### src/rtl/sub_pkg.sv
// Shared definitions for the bit-serial borrow subtractor.
// Holds the FSM state encoding used by the top level.
package sub_pkg;

   typedef enum logic [1:0] {
      S_IDLE = 2'd0,
      S_BUSY = 2'd1,
      S_DONE = 2'd2
   } state_t;

endpackage

### src/rtl/full_subtractor.sv
// One-bit full subtractor: d = a - b - bin, with borrow-out.
// Purely combinational; the serial top reuses a single instance every cycle.
module full_subtractor (
   input  logic a,
   input  logic b,
   input  logic bin,
   output logic d,
   output logic bout
);

   assign d    = a ^ b ^ bin;
   assign bout = (~a & b) | (~(a ^ b) & bin);

endmodule

### src/rtl/serial_borrow_subtractor.sv
// Bit-serial A - B - Bin subtractor with valid/ready handshakes on both sides.
// One bit per cycle, LSB first, through a shared full-subtractor cell and a borrow flop.
module serial_borrow_subtractor
   import sub_pkg::*;
#(
   parameter int WIDTH = 8
) (
   input  logic             clk,
   input  logic             rst,
   input  logic             in_valid,
   output logic             in_ready,
   input  logic [WIDTH-1:0] a,
   input  logic [WIDTH-1:0] b,
   input  logic             bin,
   output logic             out_valid,
   input  logic             out_ready,
   output logic [WIDTH-1:0] diff,
   output logic             bout
);

   localparam int            CW   = $clog2(WIDTH);
   localparam logic [CW-1:0] LAST = CW'(WIDTH - 1);

   state_t           state;
   logic [CW-1:0]    count;
   logic [WIDTH-1:0] a_sh;
   logic [WIDTH-1:0] b_sh;
   logic             borrow;
   logic             d_bit;
   logic             br_next;

   full_subtractor u_fs (
      .a    (a_sh[0]),
      .b    (b_sh[0]),
      .bin  (borrow),
      .d    (d_bit),
      .bout (br_next)
   );

   // Handshake flags are decodes of the state register, so they never glitch on inputs.
   assign in_ready  = (state == S_IDLE);
   assign out_valid = (state == S_DONE);
   assign bout      = borrow;

   always_ff @(posedge clk) begin
      // NOTE: all state is updated with non-blocking assignments so every register
      // sees the pre-edge values of the others (shift regs and borrow move together).
      if (rst) begin
         state  <= S_IDLE;
         count  <= '0;
         a_sh   <= '0;
         b_sh   <= '0;
         diff   <= '0;
         borrow <= 1'b0;
      end else begin
         case (state)
            S_IDLE: begin
               if (in_valid) begin
                  a_sh   <= a;
                  b_sh   <= b;
                  borrow <= bin;
                  count  <= '0;
                  state  <= S_BUSY;
               end
            end
            S_BUSY: begin
               a_sh   <= a_sh >> 1;
               b_sh   <= b_sh >> 1;
               diff   <= {d_bit, diff[WIDTH-1:1]};
               borrow <= br_next;
               // count parks at the last index so it never leaves 0..WIDTH-1.
               if (count == LAST) begin
                  state <= S_DONE;
               end else begin
                  count <= count + 1'b1;
               end
            end
            S_DONE: begin
               if (out_ready) begin
                  state <= S_IDLE;
               end
            end
            default: state <= S_IDLE;
         endcase
      end
   end

endmodule

### config.mk
export PLATFORM = sky130hd
export DESIGN_NAME = serial_borrow_subtractor
export DESIGN_NICKNAME = d
export VERILOG_FILES = /design/src/rtl/sub_pkg.sv /design/src/rtl/full_subtractor.sv /design/src/rtl/serial_borrow_subtractor.sv
export SDC_FILE = /design/constraint.sdc
export NUM_CORES = 1
export LEC_CHECK = 0
export BUFFER_PORTS_ARGS = -buffer_cell sky130_fd_sc_hd__clkbuf_2
export CORE_UTILIZATION = 30
export CTS_CLUSTER_DIAMETER = 100
export DETAILED_ROUTE_END_ITERATION = 16
export GPL_TIMING_DRIVEN = 0
export PLACE_DENSITY = 0.61
export SLEW_MARGIN = 10
export SYNTH_ARGS = -nofsm -noshare
export SYNTH_HDL_FRONTEND = slang
export SYNTH_SLANG_ARGS = --single-unit
### constraint.sdc
create_clock -name clk -period 1.7 [get_ports clk]
set_input_delay 0.34 -clock clk [delete_from_list [all_inputs] [get_ports clk]]
set_output_delay 0.34 -clock clk [all_outputs]
set_load 0.01 [all_outputs]
==> insert_results.sql, run 1 <==
INSERT INTO impl_metrics (metric_group, metric, value, unit) VALUES
('pwr', 'sw_frac_of_total', '24.7', '%'),
('pwr', 'cellInternalPower', '1.26', 'mW'),
('yosys', 'synth_xor_area_share', '0', '%'),
('route', 'routed_wirelength', '2800', 'µm'),
('yosys', 'post_synth_num_cell_types', '27', ''),
('route', 'final_antenna_net_count', '0', ''),
('route', 'vias_per_cell', '4.84', ''),
('floorplanning', 'initial_core_util', '31.4', '%'),
('pwr', 'sequentialPowerShare', '46.1', '%'),
('clock_tree', 'cts_made_buffers', '5', ''),
('floorplanning', 'die_span_in_x', '69.7', 'µm'),
('yosys', 'post_synth_mux_area_share', '10.9', '%'),
('floorplanning', 'ioPinCount', '32', ''),
('timing', 'hold_viol', '0', ''),
('final_layout', 'final_cell_utilization_of_the_core', '38.8', '%'),
('grt', 'track_usage', '13.3', '%'),
('timing', 'timing.final.max_slew_violations', '0', ''),
('final_layout', 'syn2layout_area_growth', '23.6', '%'),
('clock_tree', 'postCtsSetupRepairBufs', '0', ''),
('yosys', 'syn_nets', '170', ''),
('final_layout', 'layout_cell_share_with_drive_strength_beyond_1', '31.0', '%'),
('clock_tree', 'clock_insertion_delay_worst_skew', '0.28', 'ns'),
('clock_tree', 'clockBufferDepth', '2', ''),
('clock_tree', 'cts.clk_slew.worst_paths', '0.06', 'ns'),
('critical_path', 'critPathTopFamily', 'buffers and inverters', ''),
('yosys', 'synth_area', '1380', 'µm²'),
('floorplanning', 'core_area', '4380', 'µm²'),
('timing', 'period_minus_slack', '1.48', 'ns'),
('yosys', 'synthesis.instances', '146', ''),
('route', 'vias', '1142', ''),
('timing', 'rsz0062_at_grt', 'no', ''),
('grt', 'grt_antenna_before_repair', '0', ''),
('route', 'drt_first_pass_iters', '4', ''),
('pwr', 'p_per_cell_area', '983', 'nW/µm²'),
('clock_tree', 'htree_num_levels', '2', ''),
('pwr', 'pwr-share-comb', '13.4', '%'),
('critical_path', 'crit_path_cell_trace', 'clkbuf_2 -> nor2b_1 -> clkbuf_2', ''),
('pwr', 'static-leakage-power', '0.708', 'nW'),
('critical_path', 'worstSetupStartpointType', 'register', ''),
('pwr', 'power.switching', '413', 'µW'),
('yosys', 'postSynthRegisterBits', '30', ''),
('clock_tree', 'cts_tree', 'built', ''),
('critical_path', 'critPathBufInv', '2', ''),
('timing', 'fraction_of_the_cycle_the_final_worst_path_needs', '86.9', '%'),
('yosys', 'synth-warning-count', '0', ''),
('critical_path', 'worstSetupEndpointType', 'primary output', ''),
('yosys', 'sequential_area_share_after_synthesis', '43.6', '%'),
('yosys', 'share_of_synthesized_cell_area_in_and_or_nand_and_nor_gates', '14.7', '%'),
('place', 'dp_hpwl', '2040', 'µm'),
('grt', 'grt_pass1_wl', '4990', 'µm'),
('route', 'drc', '0', ''),
('route', 'wl_per_cell', '11.9', 'µm'),
('route', 'initialDrtViolationCount', '51', ''),
('final_layout', 'final_cell_mix', 'sky130_fd_sc_hd__clkbuf_2, sky130_fd_sc_hd__dfxtp_1, sky130_fd_sc_hd__nand2_1', ''),
('clock_tree', 'cts-root-buf', 'sky130_fd_sc_hd__clkbuf_8', ''),
('final_layout', 'antenna-diode-count', '0', ''),
('floorplanning', 'overall_die_area', '4860', 'µm²'),
('run_status', 'status', 'completed', ''),
('critical_path', 'timing.critical_path.slowest_stage_cell', 'sky130_fd_sc_hd__dfxtp_1', ''),
('place', 'port_buffers', '30', ''),
('grt', 'globalRouteOverflowTotal', '0', ''),
('floorplanning', 'rows', '24', ''),
('final_layout', 'finish.net_count', '207', ''),
('floorplanning', 'die_h', '69.7', 'µm'),
('critical_path', 'timing.critical_path.required', '1.36', 'ns'),
('timing', 'setup-tns-final', '0', 'ns'),
('timing', 'max-slew-margin-rel', '60.9', '%'),
('yosys', 'synth_adder_area_share', '3.27', '%'),
('clock_tree', 'clock-sinks', '30', ''),
('final_layout', 'most_common_cell_after_layout_fill_and_taps_aside', 'sky130_fd_sc_hd__clkbuf_2', ''),
('timing', 'final_count_of_negative_setup_slack_endpoints', '0', '');
[state kept, by name, indices dropped and copies added (netlist names)]
register	flops
a_sh	8
b_sh	8
bout	1
count	3
diff	8
state	2
[path summary, 6_finish.rpt]
path / end / startpoint / slack, ns / cells after the start
worst min-delay path: b_sh[7] / b[7] / 0.34 / 3
worst max-delay path: out_valid / state[1] / 0.22 / 3
worst min register to register: diff[0] / diff[0] / 0.46 / 2
worst max register to register: count[0] / count[0] / 0.37 / 5
[cell families after synthesis]
logic type	Yosys count
multiplexers	15
adder cells (fa/ha/maj)	3
AND/OR/NAND/NOR	49
buffers and inverters	16
AO/OA/AOI/OAI	33
flip-flops	30
[synth_stat cells]
master                     instances  area share [%]
sky130_fd_sc_hd__fa_1              1             1.5
sky130_fd_sc_hd__nor2b_1           2            0.91
sky130_fd_sc_hd__buf_8             1             1.1
sky130_fd_sc_hd__a211oi_1          4             2.2
sky130_fd_sc_hd__mux2i_1          15              11
sky130_fd_sc_hd__o21bai_1          1            0.55
sky130_fd_sc_hd__nor4b_1           1            0.64
sky130_fd_sc_hd__clkbuf_2          1            0.36
sky130_fd_sc_hd__ha_1              2             1.8
sky130_fd_sc_hd__a21oi_1          10             3.6
sky130_fd_sc_hd__a211oi_2         10             9.1
sky130_fd_sc_hd__buf_4             2             1.1
sky130_fd_sc_hd__nand2b_1          1            0.45
sky130_fd_sc_hd__nand3_1           4             1.5
sky130_fd_sc_hd__o21ba_4           1             1.2
sky130_fd_sc_hd__a22oi_1           1            0.55
sky130_fd_sc_hd__buf_2             2            0.73
sky130_fd_sc_hd__a31oi_1           3             1.4
sky130_fd_sc_hd__nand2_1          21             5.7
sky130_fd_sc_hd__a32oi_1           2             1.3
sky130_fd_sc_hd__inv_1             4             1.1
sky130_fd_sc_hd__nor2_1           19             5.2
sky130_fd_sc_hd__nor3_1            1            0.36
sky130_fd_sc_hd__buf_6             2             1.6
sky130_fd_sc_hd__o211ai_1          1            0.55
sky130_fd_sc_hd__dfxtp_1          30              44
sky130_fd_sc_hd__clkbuf_1          4             1.1
[metal layers]
metal  part of all wire [%]  up-vias  track usage, %  wire, µm
met2                     45       33            20.3      1270
met3                    6.2        6            4.65       175
met1                     46      522            16.7      1280
met5                      0        -               0         0
met4                    2.6        0            6.67        72
li1                       -      581               -         -
[worst min-delay path: stages]
cell,delay [ns]
sky130_fd_sc_hd__clkbuf_2,0.09
sky130_fd_sc_hd__a32oi_1,0.09
sky130_fd_sc_hd__nor2_1,0.07
[stage by stage]
stage / instance area, µm² / std cells / setup WS, ns / total power [mW] / hold WS, ns
2_1_floorplan: 1380 / 146 / 0.489 / 0.947 / 0.454
3_3_place_gp: 1590 / 228 / 0.396 / 1.01 / 0.450
3_5_place_dp: 1590 / 228 / 0.386 / 1.01 / 0.451
4_1_cts: 1700 / 236 / 0.197 / 1.70 / 0.332
5_1_grt: 1700 / 236 / 0.108 / 1.76 / 0.345
6_report: 1700 / 236 / 0.222 / 1.67 / 0.336
[power groups by stage]
stage	sequential [mW]	clock [mW]	combinational [mW]
after global routing	0.776	0.740	0.248
after global placement	0.785	0	0.226
after CTS	0.770	0.699	0.227
after detailed placement	0.786	0	0.226
final	0.770	0.678	0.224
after floorplan	0.783	0	0.164
[cell type report]
| class | count | area, µm² |
|---|---|---|
| Sequential cell | 30 | 601 |
| Buffer | 12 | 82.6 |
| Tap cell | 52 | 65.1 |
| Fill cell | 452 | 2680 |
| Timing Repair Buffer | 30 | 150 |
| Inverter | 4 | 15.0 |
| Multi-Input combinational cell | 100 | 678 |
| Clock buffer | 8 | 110 |
Power figures use the tool's default switching activity.
==> run 2: changes to the inputs <==
- PLACE_DENSITY: 0.61 -> 0.6
- SYNTH_HIERARCHICAL: not set -> 1
==> run 2 against run 1 <==
Effect of this change: clock power about the same; sequential power increased by 0.9%; critical path depth unchanged; cell count increased by 6.4%; non-clock buffer count unchanged; worst hold slack got worse by 0.021 ns; sequential share of layout area decreased by 2.1 points; critical path type unchanged; largest power group unchanged.
==> insert_results.sql, run 2 <==
INSERT INTO impl_metrics (metric_group, metric, value, unit) VALUES
('timing', 'fmax', '708', 'MHz'),
('route', 'final_antenna_net_count', '0', ''),
('yosys', 'post_synth_num_cell_types', '25', ''),
('route', 'drc', '0', ''),
('floorplanning', 'ioPinCount', '32', ''),
('place', 'port_buffers', '30', ''),
('critical_path', 'critPathMaxFanout', '9', ''),
('grt', 'globalRouteOverflowTotal', '0', ''),
('yosys', 'synthArstFlopShare', '0', '%'),
('critical_path', 'crit_type', 'register to primary output', ''),
('floorplanning', 'die_h', '71.9', 'µm'),
('pwr', 'static-leakage-power', '0.733', 'nW'),
('min_path', 'whs_path_depth', '3', ''),
('pwr', 'p_per_cell_area', '945', 'nW/µm²'),
('floorplanning', 'overall_die_area', '5180', 'µm²'),
('grt', 'grt_antenna_before_repair', '0', ''),
('final_layout', 'final_cell_mix', 'sky130_fd_sc_hd__dfxtp_1, sky130_fd_sc_hd__clkbuf_2, sky130_fd_sc_hd__nand2_1', ''),
('pwr', 'worst_ir_drop_vdd', '0.386', 'mV'),
('flow_run', 'max-cap-violations', '0', ''),
('min_path', 'hp-class', 'input pin to register', ''),
('yosys', 'synthesis.area_per_instance', '10.1', 'µm²'),
('timing', 'period_minus_slack', '1.41', 'ns'),
('yosys', 'synthTopCellsByArea', 'sky130_fd_sc_hd__dfxtp_1, sky130_fd_sc_hd__a211oi_2, sky130_fd_sc_hd__mux2i_1', ''),
('timing', 'timing.final.max_slew_violations', '0', ''),
('route', 'vias_per_cell', '4.51', ''),
('timing', 'rsz0062_at_grt', 'no', ''),
('grt', 'grt_pass1_vias', '1038', ''),
('final_layout', 'storage_cell_area', '601', 'µm²'),
('clock_tree', 'clock_insertion_delay_worst_skew', '0.29', 'ns'),
('yosys', 'post_synth_most_frequent_cells', 'sky130_fd_sc_hd__dfxtp_1, sky130_fd_sc_hd__nand2_1, sky130_fd_sc_hd__mux2i_1', ''),
('final_layout', 'finish.net_count', '207', ''),
('clock_tree', 'post_cts_hold_buffer_count', '0', ''),
('clock_tree', 'clockBufferDepth', '2', ''),
('yosys', 'syn_nets', '170', ''),
('clock_tree', 'cts_tree', 'built', ''),
('grt', 'track_usage', '12.7', '%'),
('timing', 'setup-tns-final', '0', 'ns'),
('final_layout', 'antenna-diode-count', '0', ''),
('floorplanning', 'rows', '25', ''),
('final_layout', 'syn2layout_area_growth', '23.4', '%'),
('timing', 'hold_viol', '0', ''),
('yosys', 'sequential_area_share_after_synthesis', '40.9', '%'),
('yosys', 'dominant_combinational_cell_family_by_area_after_synthesis', 'compound AO/OA/AOI/OAI gates', ''),
('yosys', 'number_of_flops_mapped_to_enable_cells_by_yosys', '0', ''),
('yosys', 'synthMostInstantiatedCell', 'sky130_fd_sc_hd__dfxtp_1', ''),
('yosys', 'share_of_synthesized_cell_area_in_and_or_nand_and_nor_gates', '16.1', '%'),
('yosys', 'synth-warning-count', '6', ''),
('route', 'wl_per_cell', '11.8', 'µm'),
('route', 'routed_wirelength', '2970', 'µm'),
('critical_path', 'timing.critical_path.required', '1.36', 'ns'),
('timing', 'max-slew-margin-rel', '52.8', '%'),
('pwr', 'total_power', '1.71', 'mW'),
('run_status', 'status', 'completed', ''),
('place', 'dp_hpwl', '2050', 'µm'),
('final_layout', 'fillers', '500', ''),
('yosys', 'synth_adder_area_share', '3.07', '%'),
('yosys', 'postSynthRegisterBits', '30', ''),
('clock_tree', 'htree_num_levels', '2', ''),
('timing', 'worstMarginPinSlew', '0.708', 'ns'),
('yosys', 'yosysTopAreaCellShare', '40.9', '%'),
('yosys', 'synth_xor_area_share', '0', '%'),
('clock_tree', 'postCtsSetupRepairBufs', '0', ''),
('critical_path', 'data_arrival_time_of_the_critical_path', '1.07', 'ns'),
('clock_tree', 'cts.clk_slew.worst_paths', '0.07', 'ns'),
('timing', 'fraction_of_the_cycle_the_final_worst_path_needs', '83.0', '%'),
('yosys', 'synthesis.instances', '146', ''),
('grt', 'grt_pass1_wl', '4950', 'µm'),
('critical_path', 'worstSetupStartpointType', 'register', ''),
('grt', 'grt_start_max_net_pins', '11', ''),
('yosys', 'synth_area_leader_cell', 'sky130_fd_sc_hd__dfxtp_1', ''),
('route', 'initialDrtViolationCount', '31', ''),
('floorplanning', 'die_span_in_x', '71.9', 'µm'),
('clock_tree', 'cts.repair.resized', '0', ''),
('yosys', 'postSynth.topFlopCell', 'sky130_fd_sc_hd__dfxtp_1', ''),
('final_layout', 'layout.cells.non_filler', '251', ''),
('timing', 'final_count_of_negative_setup_slack_endpoints', '0', ''),
('critical_path', 'ff2ff_path_depth', '5', ''),
('floorplanning', 'core_area', '4720', 'µm²'),
('final_layout', 'layout_top_registers', 'a_sh (8), b_sh (8), diff (8)', ''),
('place', 'final_gp_congestion', '0.685', ''),
('final_layout', 'multi_input_area', '742', 'µm²'),
('clock_tree', 'cts-root-buf', 'sky130_fd_sc_hd__clkbuf_8', ''),
('place', 'dp.cells', '243', ''),
('final_layout', 'final_cell_utilization_of_the_core', '38.4', '%'),
('critical_path', 'worstSetupEndpointType', 'primary output', ''),
('clock_tree', 'clock-sinks', '30', ''),
('floorplanning', 'initial_core_util', '31.1', '%'),
('timing', 'final.setup_skew', '0.00578', 'ns'),
('clock_tree', 'cts_made_buffers', '5', ''),
('yosys', 'synth-compound-area-share', '20.5', '%'),
('route', 'drt_first_pass_iters', '4', ''),
('yosys', 'post_synth_mux_area_share', '10.9', '%'),
('yosys', 'synth_area', '1470', 'µm²'),
('route', 'vias', '1131', ''),
('final_layout', 'layout_cell_share_with_drive_strength_beyond_1', '42.4', '%');
## run 2: worst paths after layout
| path | slack [ns] | startpoint | endpoint |
|---|---|---|---|
| worst max register to register | 0.36 | count[0] | count[0] |
| worst max-delay path | 0.29 | state[1] | in_ready |
| worst min register to register | 0.46 | diff[0] | diff[0] |
| worst min-delay path | 0.32 | a[7] | a_sh[7] |
## run 2: cell families (layout without fill, tap and decap cells)
group,Yosys count,after routing
AO/OA/AOI/OAI,32,32
adder cells (fa/ha/maj),3,3
buffers and inverters,17,55
flip-flops,30,30
multiplexers,16,16
AND/OR/NAND/NOR,48,48
## run 2: layer usage
layer | up-vias | track usage (%) | part of all wire [%]
met5 | - | 0 | 0
met4 | 0 | 7.19 | 2.5
met3 | 7 | 4.03 | 4.7
met2 | 30 | 19.1 | 44
met1 | 516 | 16.2 | 48
li1 | 578 | - | -
## run 2: layout make-up
cell class,instances,area share [%]
Buffer,12,5.87
Inverter,5,1.04
Sequential cell,30,33.1
Multi-Input combinational cell,99,41.0
Clock buffer,8,6.08
Tap cell,67,4.63
Timing Repair Buffer,30,8.29
## run 2: power by group
part           internal [mW]  switching [mW]  total [mW]
logic                  0.122           0.134       0.256
clock network          0.408           0.271       0.679
registers              0.747          0.0306       0.777
total                   1.28           0.435        1.71
## run 2: critical path, stage by stage (launching register included)
cell                       delay, ns
sky130_fd_sc_hd__dfxtp_1        0.31
sky130_fd_sc_hd__buf_6          0.13
sky130_fd_sc_hd__nor2_1         0.18
sky130_fd_sc_hd__clkbuf_2       0.17
## run 2: metrics by stage
step / worst slack, ns / area [µm²] / hold slack, ns
3_3_place_gp: 0.410 / 1700 / 0.443
6_report: 0.288 / 1810 / 0.316
4_1_cts: 0.265 / 1810 / 0.313
3_5_place_dp: 0.368 / 1700 / 0.452
2_1_floorplan: 0.490 / 1470 / 0.454
5_1_grt: 0.191 / 1810 / 0.322
